[config.mk]
export PLATFORM = sky130hd
export DESIGN_NAME = dac_multichannel_output
export DESIGN_NICKNAME = d
export VERILOG_FILES = /design/src/rtl/dac_multichannel_output.sv
export SDC_FILE = /design/constraint.sdc
export NUM_CORES = 1
export LEC_CHECK = 0
export CORE_MARGIN = 1.5
export CORE_UTILIZATION = 33
export DETAILED_ROUTE_END_ITERATION = 10
export PLACE_DENSITY = 0.54
export SLEW_MARGIN = 20
export SYNTH_ARGS = -nofsm -noshare
export SYNTH_HDL_FRONTEND = slang
export SYNTH_SLANG_ARGS = --single-unit
[constraint.sdc]
create_clock -name i_Clock -period 7.75 [get_ports i_Clock]
set_input_delay 2.325 -clock i_Clock [delete_from_list [all_inputs] [get_ports i_Clock]]
set_output_delay 2.325 -clock i_Clock [all_outputs]
set_load 0.005 [all_outputs]
[src/rtl/dac_multichannel_output.sv]
// NUM_CH-channel sample sequencer driving an addressed SPI DAC, one frame per channel.
// Define DAC_SAT_EN to clamp scaled samples to the DAC range instead of truncating them.
module dac_multichannel_output #(
    parameter int                  NUM_CH        = 2,
    parameter int                  SAMPLE_W      = 32,
    parameter int                  DAC_BITS      = 16,
    parameter int                  SHIFT         = 2,
    parameter logic [SAMPLE_W-1:0] SAMPLE_OFFSET = SAMPLE_W'(32'h20500),
    parameter logic [3:0]          CMD_PREFIX    = 4'b0011,
    parameter int                  CLK_DIV       = 2,
    parameter int                  CS_GAP        = 2
) (
    input  logic                       i_Clock,
    input  logic                       i_Reset,
    input  logic                       i_Start,
    input  logic [NUM_CH*SAMPLE_W-1:0] i_Samples,
    output logic                       o_Busy,
    output logic                       o_Done,
    output logic                       o_Overrun,
    output logic                       o_SPI_CS,
    output logic                       o_SPI_Clock,
    output logic                       o_SPI_Data
);

    localparam int FRAME_W = 8 + DAC_BITS;
    localparam int DIV_W   = $clog2(CLK_DIV + 1);
    localparam int GAP_W   = $clog2(CS_GAP + 1);
    localparam int BIT_W   = $clog2(FRAME_W + 1);

    localparam logic [DIV_W-1:0] DIV_LAST = DIV_W'(CLK_DIV - 1);
    localparam logic [DIV_W-1:0] DIV_ONE  = DIV_W'(1);
    localparam logic [GAP_W-1:0] GAP_LAST = GAP_W'(CS_GAP - 1);
    localparam logic [GAP_W-1:0] GAP_ONE  = GAP_W'(1);
    localparam logic [BIT_W-1:0] BIT_LAST = BIT_W'(FRAME_W - 1);
    localparam logic [BIT_W-1:0] BIT_ONE  = BIT_W'(1);
    localparam logic [3:0]       CH_LAST  = 4'(NUM_CH - 1);

    typedef enum logic [2:0] {
        S_IDLE  = 3'd0,
        S_LOAD  = 3'd1,
        S_SHIFT = 3'd2,
        S_GAP   = 3'd3,
        S_DONE  = 3'd4
    } state_t;

    state_t r_state;
    state_t w_state_next;

    logic [SAMPLE_W-1:0] r_samples [NUM_CH];
    logic [3:0]          r_ch_idx;
    logic [3:0]          w_ch_idx_next;
    logic [FRAME_W-1:0]  r_shift;
    logic [FRAME_W-1:0]  w_shift_next;
    logic [DIV_W-1:0]    r_div_cnt;
    logic [DIV_W-1:0]    w_div_cnt_next;
    logic                r_sck_phase;
    logic                w_sck_phase_next;
    logic [BIT_W-1:0]    r_bit_cnt;
    logic [BIT_W-1:0]    w_bit_cnt_next;
    logic [GAP_W-1:0]    r_gap_cnt;
    logic [GAP_W-1:0]    w_gap_cnt_next;

    logic r_cs;
    logic r_sck;
    logic r_data;
    logic r_busy;
    logic r_done;
    logic r_overrun;
    logic w_cs_next;
    logic w_sck_next;
    logic w_data_next;
    logic w_busy_next;
    logic w_done_next;
    logic w_overrun_next;

    logic [SAMPLE_W-1:0]        w_sample;
    logic signed [SAMPLE_W:0]   w_sample_ext;
    logic signed [SAMPLE_W:0]   w_offset_ext;
    logic signed [SAMPLE_W:0]   w_sum;
    logic signed [SAMPLE_W:0]   w_scaled;
    logic [DAC_BITS-1:0]        w_data;
    logic [FRAME_W-1:0]         w_frame;
    logic                       w_shift_last;
    logic                       w_gap_last;

    // Select the latched sample of the channel currently being loaded.
    always_comb begin
        w_sample = '0;
        for (int i = 0; i < NUM_CH; i++) begin
            w_sample = (r_ch_idx == 4'(i)) ? r_samples[i] : w_sample;
        end
    end

    assign w_sample_ext = $signed({w_sample[SAMPLE_W-1], w_sample});
    assign w_offset_ext = $signed({SAMPLE_OFFSET[SAMPLE_W-1], SAMPLE_OFFSET});
    assign w_sum        = w_sample_ext + w_offset_ext;
    assign w_scaled     = w_sum >>> SHIFT;

`ifdef DAC_SAT_EN
    // Clamp the scaled sample into the unsigned DAC range.
    always_comb begin
        if (w_scaled[SAMPLE_W]) begin
            w_data = '0;
        end else if (|w_scaled[SAMPLE_W-1:DAC_BITS]) begin
            w_data = '1;
        end else begin
            w_data = w_scaled[DAC_BITS-1:0];
        end
    end
`else
    // Legacy path: the upper bits are dropped and the value wraps.
    logic w_unused_bits;
    assign w_unused_bits = ^w_scaled[SAMPLE_W:DAC_BITS];
    assign w_data        = w_scaled[DAC_BITS-1:0];
`endif

    assign w_frame      = {CMD_PREFIX, r_ch_idx + 4'd1, w_data};
    assign w_shift_last = r_sck_phase && (r_div_cnt == DIV_LAST) && (r_bit_cnt == BIT_LAST);
    assign w_gap_last   = (r_gap_cnt == GAP_LAST);

    // State register.
    always_ff @(posedge i_Clock) begin
        if (i_Reset) begin
            r_state <= S_IDLE;
        end else begin
            r_state <= w_state_next;
        end
    end

    // Next-state logic.
    always_comb begin
        w_state_next = r_state;
        case (r_state)
            S_IDLE: begin
                if (i_Start) begin
                    w_state_next = S_LOAD;
                end else begin
                    w_state_next = S_IDLE;
                end
            end
            S_LOAD: w_state_next = S_SHIFT;
            S_SHIFT: begin
                if (w_shift_last) begin
                    w_state_next = S_GAP;
                end else begin
                    w_state_next = S_SHIFT;
                end
            end
            S_GAP: begin
                if (w_gap_last) begin
                    w_state_next = (r_ch_idx == CH_LAST) ? S_DONE : S_LOAD;
                end else begin
                    w_state_next = S_GAP;
                end
            end
            S_DONE:  w_state_next = S_IDLE;
            default: w_state_next = S_IDLE;
        endcase
    end

    // Datapath next values: channel index, shift register and SCK timing counters.
    always_comb begin
        w_ch_idx_next    = r_ch_idx;
        w_shift_next     = r_shift;
        w_div_cnt_next   = r_div_cnt;
        w_sck_phase_next = r_sck_phase;
        w_bit_cnt_next   = r_bit_cnt;
        w_gap_cnt_next   = r_gap_cnt;
        case (r_state)
            S_IDLE: w_ch_idx_next = 4'd0;
            S_LOAD: begin
                w_shift_next     = w_frame;
                w_div_cnt_next   = '0;
                w_sck_phase_next = 1'b0;
                w_bit_cnt_next   = '0;
            end
            S_SHIFT: begin
                w_gap_cnt_next = '0;
                if (r_div_cnt == DIV_LAST) begin
                    w_div_cnt_next   = '0;
                    w_sck_phase_next = ~r_sck_phase;
                    // A bit ends after its high half; the next bit appears as SCK falls.
                    if (r_sck_phase) begin
                        w_bit_cnt_next = r_bit_cnt + BIT_ONE;
                        w_shift_next   = r_shift << 1;
                    end else begin
                        w_bit_cnt_next = r_bit_cnt;
                        w_shift_next   = r_shift;
                    end
                end else begin
                    w_div_cnt_next = r_div_cnt + DIV_ONE;
                end
            end
            S_GAP: begin
                w_gap_cnt_next = r_gap_cnt + GAP_ONE;
                if (w_gap_last) begin
                    w_ch_idx_next = r_ch_idx + 4'd1;
                end else begin
                    w_ch_idx_next = r_ch_idx;
                end
            end
            S_DONE:  w_ch_idx_next = 4'd0;
            default: w_ch_idx_next = 4'd0;
        endcase
    end

    // Datapath registers.
    always_ff @(posedge i_Clock) begin
        if (i_Reset) begin
            r_ch_idx    <= 4'd0;
            r_shift     <= '0;
            r_div_cnt   <= '0;
            r_sck_phase <= 1'b0;
            r_bit_cnt   <= '0;
            r_gap_cnt   <= '0;
        end else begin
            r_ch_idx    <= w_ch_idx_next;
            r_shift     <= w_shift_next;
            r_div_cnt   <= w_div_cnt_next;
            r_sck_phase <= w_sck_phase_next;
            r_bit_cnt   <= w_bit_cnt_next;
            r_gap_cnt   <= w_gap_cnt_next;
        end
    end

    // Sample latch: only an accepted start may overwrite the sample set.
    always_ff @(posedge i_Clock) begin
        if (i_Reset) begin
            for (int i = 0; i < NUM_CH; i++) begin
                r_samples[i] <= '0;
            end
        end else if ((r_state == S_IDLE) && i_Start) begin
            for (int i = 0; i < NUM_CH; i++) begin
                r_samples[i] <= i_Samples[i*SAMPLE_W +: SAMPLE_W];
            end
        end else begin
            for (int i = 0; i < NUM_CH; i++) begin
                r_samples[i] <= r_samples[i];
            end
        end
    end

    // Output decode from the next state so the pins line up with the state they belong to.
    always_comb begin
        w_cs_next   = 1'b1;
        w_sck_next  = 1'b0;
        w_data_next = 1'b0;
        if (w_state_next == S_SHIFT) begin
            w_cs_next   = 1'b0;
            w_sck_next  = w_sck_phase_next;
            w_data_next = w_shift_next[FRAME_W-1];
        end else begin
            w_cs_next   = 1'b1;
            w_sck_next  = 1'b0;
            w_data_next = 1'b0;
        end
        w_busy_next    = (w_state_next == S_LOAD) || (w_state_next == S_SHIFT) ||
                         (w_state_next == S_GAP);
        w_done_next    = (w_state_next == S_DONE);
        w_overrun_next = i_Start && (r_state != S_IDLE);
    end

    // Output registers.
    always_ff @(posedge i_Clock) begin
        if (i_Reset) begin
            r_cs      <= 1'b1;
            r_sck     <= 1'b0;
            r_data    <= 1'b0;
            r_busy    <= 1'b0;
            r_done    <= 1'b0;
            r_overrun <= 1'b0;
        end else begin
            r_cs      <= w_cs_next;
            r_sck     <= w_sck_next;
            r_data    <= w_data_next;
            r_busy    <= w_busy_next;
            r_done    <= w_done_next;
            r_overrun <= w_overrun_next;
        end
    end

    assign o_SPI_CS    = r_cs;
    assign o_SPI_Clock = r_sck;
    assign o_SPI_Data  = r_data;
    assign o_Busy      = r_busy;
    assign o_Done      = r_done;
    assign o_Overrun   = r_overrun;

endmodule

* Word-level counts from Yosys, hierarchy flattened
Memory sizes are Yosys's and may differ from the RTL's. Cells that the tools add are included.
Cells by class: reduce and logical (&&, ||, !) cells 15, bitwise logic cells 7, multiplexer cells 33, add/subtract/negate cells 5, eq/ne operators 14
Operator list (count):
- $mux W32 | 4
- $mux W24 | 2
- $pmux W24 S2 | 1
- $mux W18 | 2
- $add A18 B18 Y18 const B | 1
- $eq A3 B2 Y1 const B | 4
- $mux W1 | 12
- $pmux W3 S4 | 1
- $mux W5 | 2
- $pmux W5 S2 | 1
- $pmux W2 S2 | 2
- $pmux W4 S2 | 1
- $eq A3 B1 Y1 const B | 2
- $mux W3 | 2
- $ne A2 B2 Y1 const B | 3
- $add A5 B1 Y5 const B | 1
- $eq A5 B5 Y1 const B | 1
- $add A2 B1 Y2 const B | 2
- $add A4 B1 Y4 const B | 1
- $eq A2 B1 Y1 const B | 2
- $eq A4 B1 Y1 const B | 1
- $logic_and A1 B1 Y1 | 4
- $logic_not A4 Y1 | 1
- $mux W4 | 1
- 12 further kinds | 20
Storage, ports and cells: word-level logic and storage cells 89, RAM bits 64, bits of input ports 67, register bits 47, output and inout port bits 6, memories kept 1
Memory list:
- r_samples | depth 2, width 32, read ports 2, clocked after memory_dff 0, wr ports 2, line 49 | logic [SAMPLE_W-1:0] r_samples [NUM_CH];

* Logic depth before layout (Yosys ltp)
Gate-level depths: netlist (run 1).
word-level depth 8, gate-level depth with buffers 14, gate-level depth less buffers 12

* Worst setup path after synthesis (run 1)
No wires, ideal clock.
path type input-to-reg, from in i_Reset, to mem r_samples[0][10], enable pin, setup time 394 ps, path slack 3929 ps, buffers on the path 1, data arrival time 3427 ps, required time 7356 ps, stages on the path 2, path through clkbuf_1 -> nand2b_1
RTL lines:
- from (decl) | line 14 | input logic i_Reset,
- to (decl) | line 49

==> impl_metrics.yaml, run 1 <==
outcome:
  outcome: "finished clean"
sta:
  setup_slack_ns: 4.01
  hold_viol_final: 0
  whs_ns: 0.456
  rsz0062_at_grt: "no"
  fin_crit_sh_pct: 48.3
  setup_violations: 0
  fin_tns_setup_ns: 0
  fmax_ghz: 0.267
  slew_headroom_pct: 49.3
  slew_viol_final: 0
  worst_pin_slew_ns: 0.761
  clock_skew_ns: 0.0127
  finalCriticalPeriod_ns: 3.74
place:
  dp_hpwl_um: 4780
  gp_congestion: 0.760
  io_buffers: 40
  post-place-ws_ns: 3.62
  dp_cells: 534
  post_dp_cell_area_um2: 4140
synth:
  yosysTopAreaCell: "edfxtp_1"
  synth_adder_area_share_pct: 2.41
  synth-simple-area-share_pct: 22.9
  synth_nets: 443
  yosysSeqAreaShare_pct: 52.4
  synth_compound_area_share_pct: 16.5
  ys_top_cells_by_count: "dfxtp_1 (47), nand2_1 (40), a21oi_1 (33), and2_1 (32), edfxtp_1 (32)"
  syn_avg_cell_area_um2: 9.83
  synth-edff-count: 32
  synthMuxAreaShare_pct: 0.276
  ys_warn_count: 0
  yosysMostFrequentCell: "dfxtp_1"
  synth_cell_type_count: 55
  synth_async_sr_flop_share_pct: 0
  synth_top_family_by_area: "simple AND/OR/NAND/NOR gates"
  postSynthCellCount: 369
  yosys.area_share.xor_xnor_pct: 1.93
  synthTopCellsByArea: "edfxtp_1 (26%), dfxtp_1 (26%), and2_1 (5.5%)"
  synth_top_area_share_pct: 26.5
  ys_ff_latch: 79
  syn_area_um2: 3630
  synthFlopType: "dfxtp_1"
detailed_routing:
  drt_iter0_drc: 172
  routed_via_density: 5.01
  drc: 0
  detail-route-antenna-nets: 0
  drt-total-wl_um: 7140
  vias: 2757
  wire_per_inst_um: 13.0
  firstDrtPassIters: 4
floorplanning:
  core_area_um2: 10800
  io_pins: 73
  rows: 38
  initial_utilization_pct: 33.6
  fp.dieH_um: 108
  die_x_um: 108
  die_area_um2: 11600
final_layout:
  stdcell_count: 550
  final_area_um2: 4320
  layout-drive-gt1-share_pct: 7.07
  nets: 479
  fillCellCount: 1111
  diodes: 0
  fin_util_pct: 40.0
  syn_to_final_growth_pct: 19.0
global_route:
  antenna_found_initial: 0
  grt_pass1_vias: 2522
  grt_usage_pct: 13.1
  grt_max_degree: 49
  grt.overflow.total: 0
  grt_pass1_wl_um: 11900
clock_tree:
  clkTransAtPathRegs_ns: 0.09
  root_buffer: "clkbuf_8"
  clockBufferDepth: 2
  cts_sinks: 79
  post-cts-setup-buffers: 0
  hold_buffers: 0
  numCtsBuffers: 9
  ctsResizeCount: 0
  cts_tree: "built"
  clock_latency_ns: 0.35
  htreeDepth: 3
worst_hold_path:
  min_path_cells: 2
  hp-class: "flop to flop"
pwr:
  peakVddDrop_uv: 74.3
  leakage_nw: 1.56
  finalPower_mw: 0.838
  powerDensity_nw_per_um2: 194
worst_setup_path:
  r2r_cells: 10
  cpLargestDelayFamily: "buffers and inverters"
  worst_setup_path_start_kind: "input port"
  worst-path-buf-inv: 3
  end_kind: "flop"
  critical_path.most_common_cell: "buf_4"
  cp.required_ns: 7.76
  arrival_ns: 3.75
  path_depth: 4
  path_class: "input port to flop"
  critPathSlowestCell: "clkdlybuf4s50_1"
  cpPeakStageDelay_ns: 0.45
  path_max_fanout: 48
  crit_chain: "clkdlybuf4s50_1, buf_4, nand2b_1, buf_4"
flow_run:
  cap_violations: 0
flip-flops by register name (all words and copies together) (netlist names):
| signal | flops |
|---|---|
| r_ch_idx | 4 |
| r_sck_phase | 1 |
| o_SPI_Clock | 1 |
| r_state | 3 |
| o_Busy | 1 |
| o_Done | 1 |
| o_SPI_CS | 1 |
| r_gap_cnt | 2 |
| o_Overrun | 1 |
| r_div_cnt | 2 |
| r_samples | 32 |
| o_SPI_Data | 1 |
| r_shift | 24 |
| r_bit_cnt | 5 |
per-layer routing:
metal	global-route usage, %	routed length [µm]	vias up	share of wire [%]
li1	-	-	1407	-
met1	17.3	3620	1278	51
met2	20.5	3100	61	43
met3	2.97	310	11	4.3
met4	5.55	112	0	1.6
met5	0	0	-	0
path summary, 6_finish.rpt:
kind	start	to	slack (ns)
max	i_Reset	r_samples[0][10]	4.01
min	r_shift[21]	r_shift[22]	0.46
max reg2reg	r_ch_idx[0]	r_shift[14]	5.00
min reg2reg	r_shift[21]	r_shift[22]	0.46
worst min-delay path, delay by kind of cell (launching register included):
kind	cells	cell delay, ns
AO/OA/AOI/OAI	1	0.05
flip-flops	1	0.32
AND/OR/NAND/NOR	1	0.05
layout make-up:
type / instances / area [µm²] / area share [%]
Sequential cell: 79 / 1900 / 44.0
Multi-Input combinational cell: 263 / 1600 / 36.9
Timing Repair Buffer: 46 / 445 / 10.3
Tap cell: 140 / 175 / 4.06
Clock buffer: 9 / 124 / 2.87
Clock inverter: 7 / 55.1 / 1.27
Inverter: 6 / 22.5 / 0.521
logic make-up (layout without fill, tap and decap cells):
logic type | after synthesis | count (layout)
fa+ha+maj | 7 | 7
mux | 1 | 1
flops | 79 | 79
buf+inv | 27 | 68
simple gates | 159 | 159
compound gates | 88 | 88
xor+xnor | 8 | 8
cells in the final DEF (no fill, tap or decap), types with 2 or more instances in the layout:
| cell type | synthesis | layout |
|---|---|---|
| xor2_1 | 4 | 4 |
| ha_1 | 7 | 7 |
| dfxtp_1 | 47 | 47 |
| o21ai_1 | 2 | 2 |
| nand3_1 | 12 | 12 |
| a21o_1 | 2 | 2 |
| o21ai_0 | 8 | 8 |
| or3_1 | 4 | 4 |
| o2111ai_1 | 2 | 2 |
| buf_4 | 5 | 6 |
| xnor2_1 | 4 | 4 |
| clkinvlp_4 | 0 | 2 |
| a211oi_1 | 2 | 2 |
| a21oi_1 | 33 | 33 |
| a221oi_1 | 3 | 3 |
| nor3b_1 | 3 | 3 |
| nand2b_1 | 2 | 2 |
| nor3_1 | 9 | 9 |
| nand3b_1 | 7 | 7 |
| nand2_1 | 40 | 40 |
| a22o_1 | 5 | 5 |
| a311oi_1 | 3 | 3 |
| nor2b_1 | 2 | 2 |
| edfxtp_1 | 32 | 32 |
| and2_1 | 32 | 32 |
| inv_1 | 6 | 6 |
| inv_6 | 0 | 3 |
| a31oi_1 | 3 | 3 |
| clkbuf_8 | 0 | 9 |
| nor2_1 | 31 | 31 |
| and3_1 | 8 | 8 |
| a22oi_1 | 6 | 6 |
| a32oi_1 | 7 | 7 |
| clkdlybuf4s50_1 | 0 | 40 |
power breakdown:
part           total (mW)  internal, mW  switching (mW)
Clock               0.283         0.120           0.163
Sequential          0.468         0.458          0.0105
Combinational      0.0871        0.0425          0.0446
Total               0.838         0.620           0.218
Note: power is estimated with default switching activity, not from simulation.
==> inputs of run 2 (changes only) <==
--- a/config.mk
+++ b/config.mk
@@ -8,7 +8,7 @@
 export CORE_MARGIN = 1.5
 export CORE_UTILIZATION = 33
 export DETAILED_ROUTE_END_ITERATION = 10
-export PLACE_DENSITY = 0.54
+export PLACE_DENSITY = 0.56
 export SLEW_MARGIN = 20
 export SYNTH_ARGS = -nofsm -noshare
 export SYNTH_HDL_FRONTEND = slang
==> constraint.sdc (replaced) <==
create_clock -name i_Clock -period 3.4 [get_ports i_Clock]
set_input_delay 1.02 -clock i_Clock [delete_from_list [all_inputs] [get_ports i_Clock]]
set_output_delay 1.02 -clock i_Clock [all_outputs]
set_load 0.005 [all_outputs]
==> impl_metrics.yaml, run 2 (synthesized netlist as in run 1, its figures left out) <==
clock_tree:
  ctsResizeCount: 0
  htreeDepth: 3
  hold_buffers: 0
  clkTransAtPathRegs_ns: 0.09
  root_buffer: "clkbuf_8"
  cts_sinks: 79
  numCtsBuffers: 9
  clock_latency_ns: 0.36
  post-cts-setup-buffers: 0
  clockBufferDepth: 2
  cts_tree: "built"
sta:
  clock_skew_ns: 0.0115
  setup_slack_ns: 0.737
  fmax_ghz: 0.376
  rsz0062_at_grt: "no"
  setup_violations: 0
  slew_viol_final: 0
  slew_headroom_pct: 55.1
  hold_viol_final: 0
  worst_pin_slew_ns: 0.671
  finalCriticalPeriod_ns: 2.66
  fin_crit_sh_pct: 78.3
  fin_tns_setup_ns: 0
place:
  gp_congestion: 0.803
  dp_hpwl_um: 4910
  post-place-ws_ns: 0.720
  io_buffers: 40
worst_hold_path:
  hp-class: "flop to flop"
detailed_routing:
  firstDrtPassIters: 4
  wire_per_inst_um: 13.0
  drt_iter0_drc: 91
  drt-total-wl_um: 7190
  vias: 2717
  detail-route-antenna-nets: 0
  routed_via_density: 4.92
  drc: 0
global_route:
  grt_max_degree: 47
  grt.overflow.total: 0
  antenna_found_initial: 0
  grt_pass1_wl_um: 12000
  grt_usage_pct: 13.3
  grt_pass1_vias: 2552
pwr:
  leakage_nw: 1.58
  powerDensity_nw_per_um2: 458
  finalPower_mw: 2.00
  peakVddDrop_uv: 227
worst_setup_path:
  arrival_ns: 2.89
  rrSetupSlack_ns: 0.74
  end_kind: "flop"
  path_max_fanout: 15
  worst_setup_path_start_kind: "flop"
  cp.required_ns: 3.63
  path_class: "flop to flop"
final_layout:
  fillCellCount: 1089
  final_cell_mix: "dfxtp_1 (47), nand2_1 (40), clkdlybuf4s50_1 (40)"
  layout_commonest_cell: "dfxtp_1"
  diodes: 0
  fin_util_pct: 40.4
  nets: 481
  syn_to_final_growth_pct: 20.1
  largest_reg_flops: 32
  reg_top3: "r_samples (32), r_shift (24), r_bit_cnt (5)"
  top_register: "r_samples"
  layout-drive-gt1-share_pct: 7.52
floorplanning:
  die_area_um2: 11600
  die_x_um: 108
  initial_utilization_pct: 33.6
  core_area_um2: 10800
  io_pins: 73
  fp.dieH_um: 108
  rows: 38
flow_run:
  cap_violations: 0
outcome:
  outcome: "finished clean"
## run 2: per-stage QoR
stage / instance area, µm² / hold WS, ns / instances
after floorplan: 3630 / 0.415 / 369
after global placement: 4160 / 0.428 / 536
after detailed placement: 4160 / 0.434 / 536
after CTS: 4360 / 0.447 / 552
after global routing: 4360 / 0.452 / 552
final: 4360 / 0.441 / 552
## run 2: layout make-up
| cell class | count | area [µm²] | share of cell area, % |
|---|---|---|---|
| clock buffer | 9 | 124 | 2.84 |
| sequential | 79 | 1900 | 43.6 |
| multi-input combinational | 263 | 1600 | 36.6 |
| clock inverter | 7 | 80.1 | 1.84 |
| inverter | 6 | 22.5 | 0.517 |
| timing repair buffer | 48 | 460 | 10.6 |
| tap | 140 | 175 | 4.02 |
## run 2: report_power, final
group / total (mW) / internal [mW] / switching, mW
Clock: 0.730 / 0.350 / 0.381
Sequential: 1.07 / 1.04 / 0.0244
Combinational: 0.200 / 0.0979 / 0.102
## run 2: per-layer routing
layer,part of all wire [%],global-route usage [%],up-vias
met4,1.4,5.55,0
met1,49,17.8,1234
met5,0,0,-
met2,46,20.9,62
li1,-,-,1413
met3,4.3,2.72,8
## run 2: path summary, 6_finish.rpt
check | start | end | cells past startpoint
max | r_ch_idx[0] | r_shift[14] | 10
min | r_div_cnt[1] | r_div_cnt[1] | 2
min reg2reg | r_div_cnt[1] | r_div_cnt[1] | 2
max reg2reg | r_ch_idx[0] | r_shift[14] | 10
## run 2: critical path: stages (launching register included)
cell and delay, ns:
dfxtp_1 0.38, inv_1 0.09, ha_1 0.49, nand3b_1 0.14
a21oi_1 0.23, ha_1 0.22, a21oi_1 0.06, a22oi_1 0.38
a41oi_1 0.18, a311oi_1 0.27, nor3_1 0.08
==> inputs of run 3 (changes only) <==
==> constraint.sdc (replaced) <==
create_clock -name i_Clock -period 2.4 [get_ports i_Clock]
set_input_delay 0.72 -clock i_Clock [delete_from_list [all_inputs] [get_ports i_Clock]]
set_output_delay 0.72 -clock i_Clock [all_outputs]
set_load 0.005 [all_outputs]
==> impl_metrics.yaml, run 3 (synthesized netlist as in run 1, its figures left out) <==
clock_tree:
  clock_latency_ns: 0.35
  post-cts-setup-buffers: 0
  htreeDepth: 3
  cts_tree: "built"
  clockBufferDepth: 2
  numCtsBuffers: 9
  root_buffer: "clkbuf_8"
  cts_sinks: 79
  clkTransAtPathRegs_ns: 0.09
final_layout:
  reg_top3: "r_samples (32), r_shift (24), r_bit_cnt (5)"
  top_register: "r_samples"
  nets: 490
  layout_commonest_cell: "dfxtp_1"
  layout-drive-gt1-share_pct: 10.2
  diodes: 0
  largest_reg_flops: 32
  syn_to_final_growth_pct: 22.2
  final_cell_mix: "dfxtp_1 (46), nand2_1 (40), clkdlybuf4s50_1 (40)"
  fin_util_pct: 41.1
worst_setup_path:
  r2r_cells: 11
  worst-path-buf-inv: 2
  cpPeakStageDelay_ns: 0.39
  path_class: "flop to flop"
  cpLargestDelayFamily: "compound AO/OA/AOI/OAI gates"
  critPathSlowestCell: "dfxtp_1"
  rr_endpoint: "r_shift[14]"
  rrSetupSlack_ns: 0.17
  worst_setup_path_start_kind: "flop"
  rr_startpoint: "r_ch_idx[1]"
  end_kind: "flop"
  crit_chain: "inv_1, ha_1, nand3b_1, a21oi_2, ha_2, a21oi_1, a22oi_1, buf_4, a41oi_1, a311oi_1, nor3_1"
  path_max_fanout: 6
  cp.required_ns: 2.64
  arrival_ns: 2.47
sta:
  hold_viol_final: 0
  setup_slack_ns: 0.166
  clock_skew_ns: 0.00909
  slew_headroom_pct: 64.8
  fin_crit_sh_pct: 93.1
  slew_viol_final: 0
  fmax_ghz: 0.448
  fin_tns_setup_ns: 0
  setup_violations: 0
  worst_pin_slew_ns: 0.528
  rsz0062_at_grt: "no"
  finalCriticalPeriod_ns: 2.23
detailed_routing:
  wire_per_inst_um: 12.9
  firstDrtPassIters: 4
  vias: 2828
  routed_via_density: 5.04
  drc: 0
  detail-route-antenna-nets: 0
  drt-total-wl_um: 7260
  drt_iter0_drc: 131
pwr:
  clock_power_share_pct: 33.3
  powerDensity_nw_per_um2: 612
  power_switching_share_pct: 25.9
  peakVddDrop_uv: 296
  leakage_nw: 1.62
  sequentialPowerShare_pct: 55.7
  finalPower_mw: 2.72
  p_sw_mw: 0.703
  combPwrFrac_pct: 11.0
  cell_internal_pwr_mw: 2.01
global_route:
  grt_max_degree: 47
  grt.overflow.total: 0
  antenna_found_initial: 0
  grt_pass1_wl_um: 12000
  grt_usage_pct: 13.1
  grt_pass1_vias: 2546
floorplanning:
  io_pins: 73
  die_x_um: 108
  fp.dieH_um: 108
  die_area_um2: 11600
  rows: 38
  core_area_um2: 10800
  initial_utilization_pct: 33.6
flow_run:
  cap_violations: 0
worst_hold_path:
  min_path_cells: 2
  min_from: "r_div_cnt[1]"
  hp-class: "flop to flop"
  worstHoldEndpoint: "r_div_cnt[1]"
place:
  io_buffers: 40
  gp_congestion: 0.778
  post-place-ws_ns: 0.0968
  dp_hpwl_um: 5060
outcome:
  outcome: "finished clean"
## run 3: how the worst max path moves through the flow
stage	start	to	slack (ns)	depth (start not counted)
CTS	r_ch_idx[0]	r_shift[10]	0.09	13
finish	r_ch_idx[1]	r_shift[14]	0.17	11
floorplan	r_ch_idx[1]	r_shift[14]	0.02	14
detailed placement	r_ch_idx[0]	r_shift[10]	0.1	13
global placement	r_ch_idx[0]	r_shift[10]	0.13	13
global route	r_ch_idx[1]	r_shift[14]	0.004	11
## run 3: per-layer routing
layer,GRT usage [%],share of wire (%),up-vias
met5,0,0,-
met4,3.95,0.73,0
met3,2.66,4.4,5
met2,20.7,44,68
met1,17.8,51,1325
li1,-,-,1430
## run 3: worst min-delay path: stages, from the launching register on
cell       delay, ns
dfxtp_1         0.32
inv_1           0.05
a2111oi_0       0.04
## run 3: final cells by class
cell class	count	area, µm²
tap	140	175
multi-input combinational	263	1600
fill	1078	6360
timing repair buffer	57	553
clock inverter	7	55.1
inverter	6	22.5
sequential	79	1900
clock buffer	9	124
## run 3: power by group through the flow
stage | Combinational (mW) | Clock (mW) | Sequential (mW)
after floorplan | 0.177 | 0 | 1.54
after global placement | 0.296 | 0 | 1.54
after detailed placement | 0.299 | 0 | 1.54
after CTS | 0.300 | 0.935 | 1.51
after global routing | 0.332 | 0.996 | 1.52
final | 0.298 | 0.904 | 1.51
## run 3: metrics by stage
stage	cell area [µm²]	instances	hold WS, ns
after CTS	4430	561	0.458
after detailed placement	4250	545	0.445
after global routing	4430	561	0.476
final	4430	561	0.453
after floorplan	3630	369	0.415
after global placement	4250	545	0.429
## run 3: repair_timing
item,CTS,global route
setup endpoints to repair,0,3
hold buffers,0,0
resized for setup,0,3
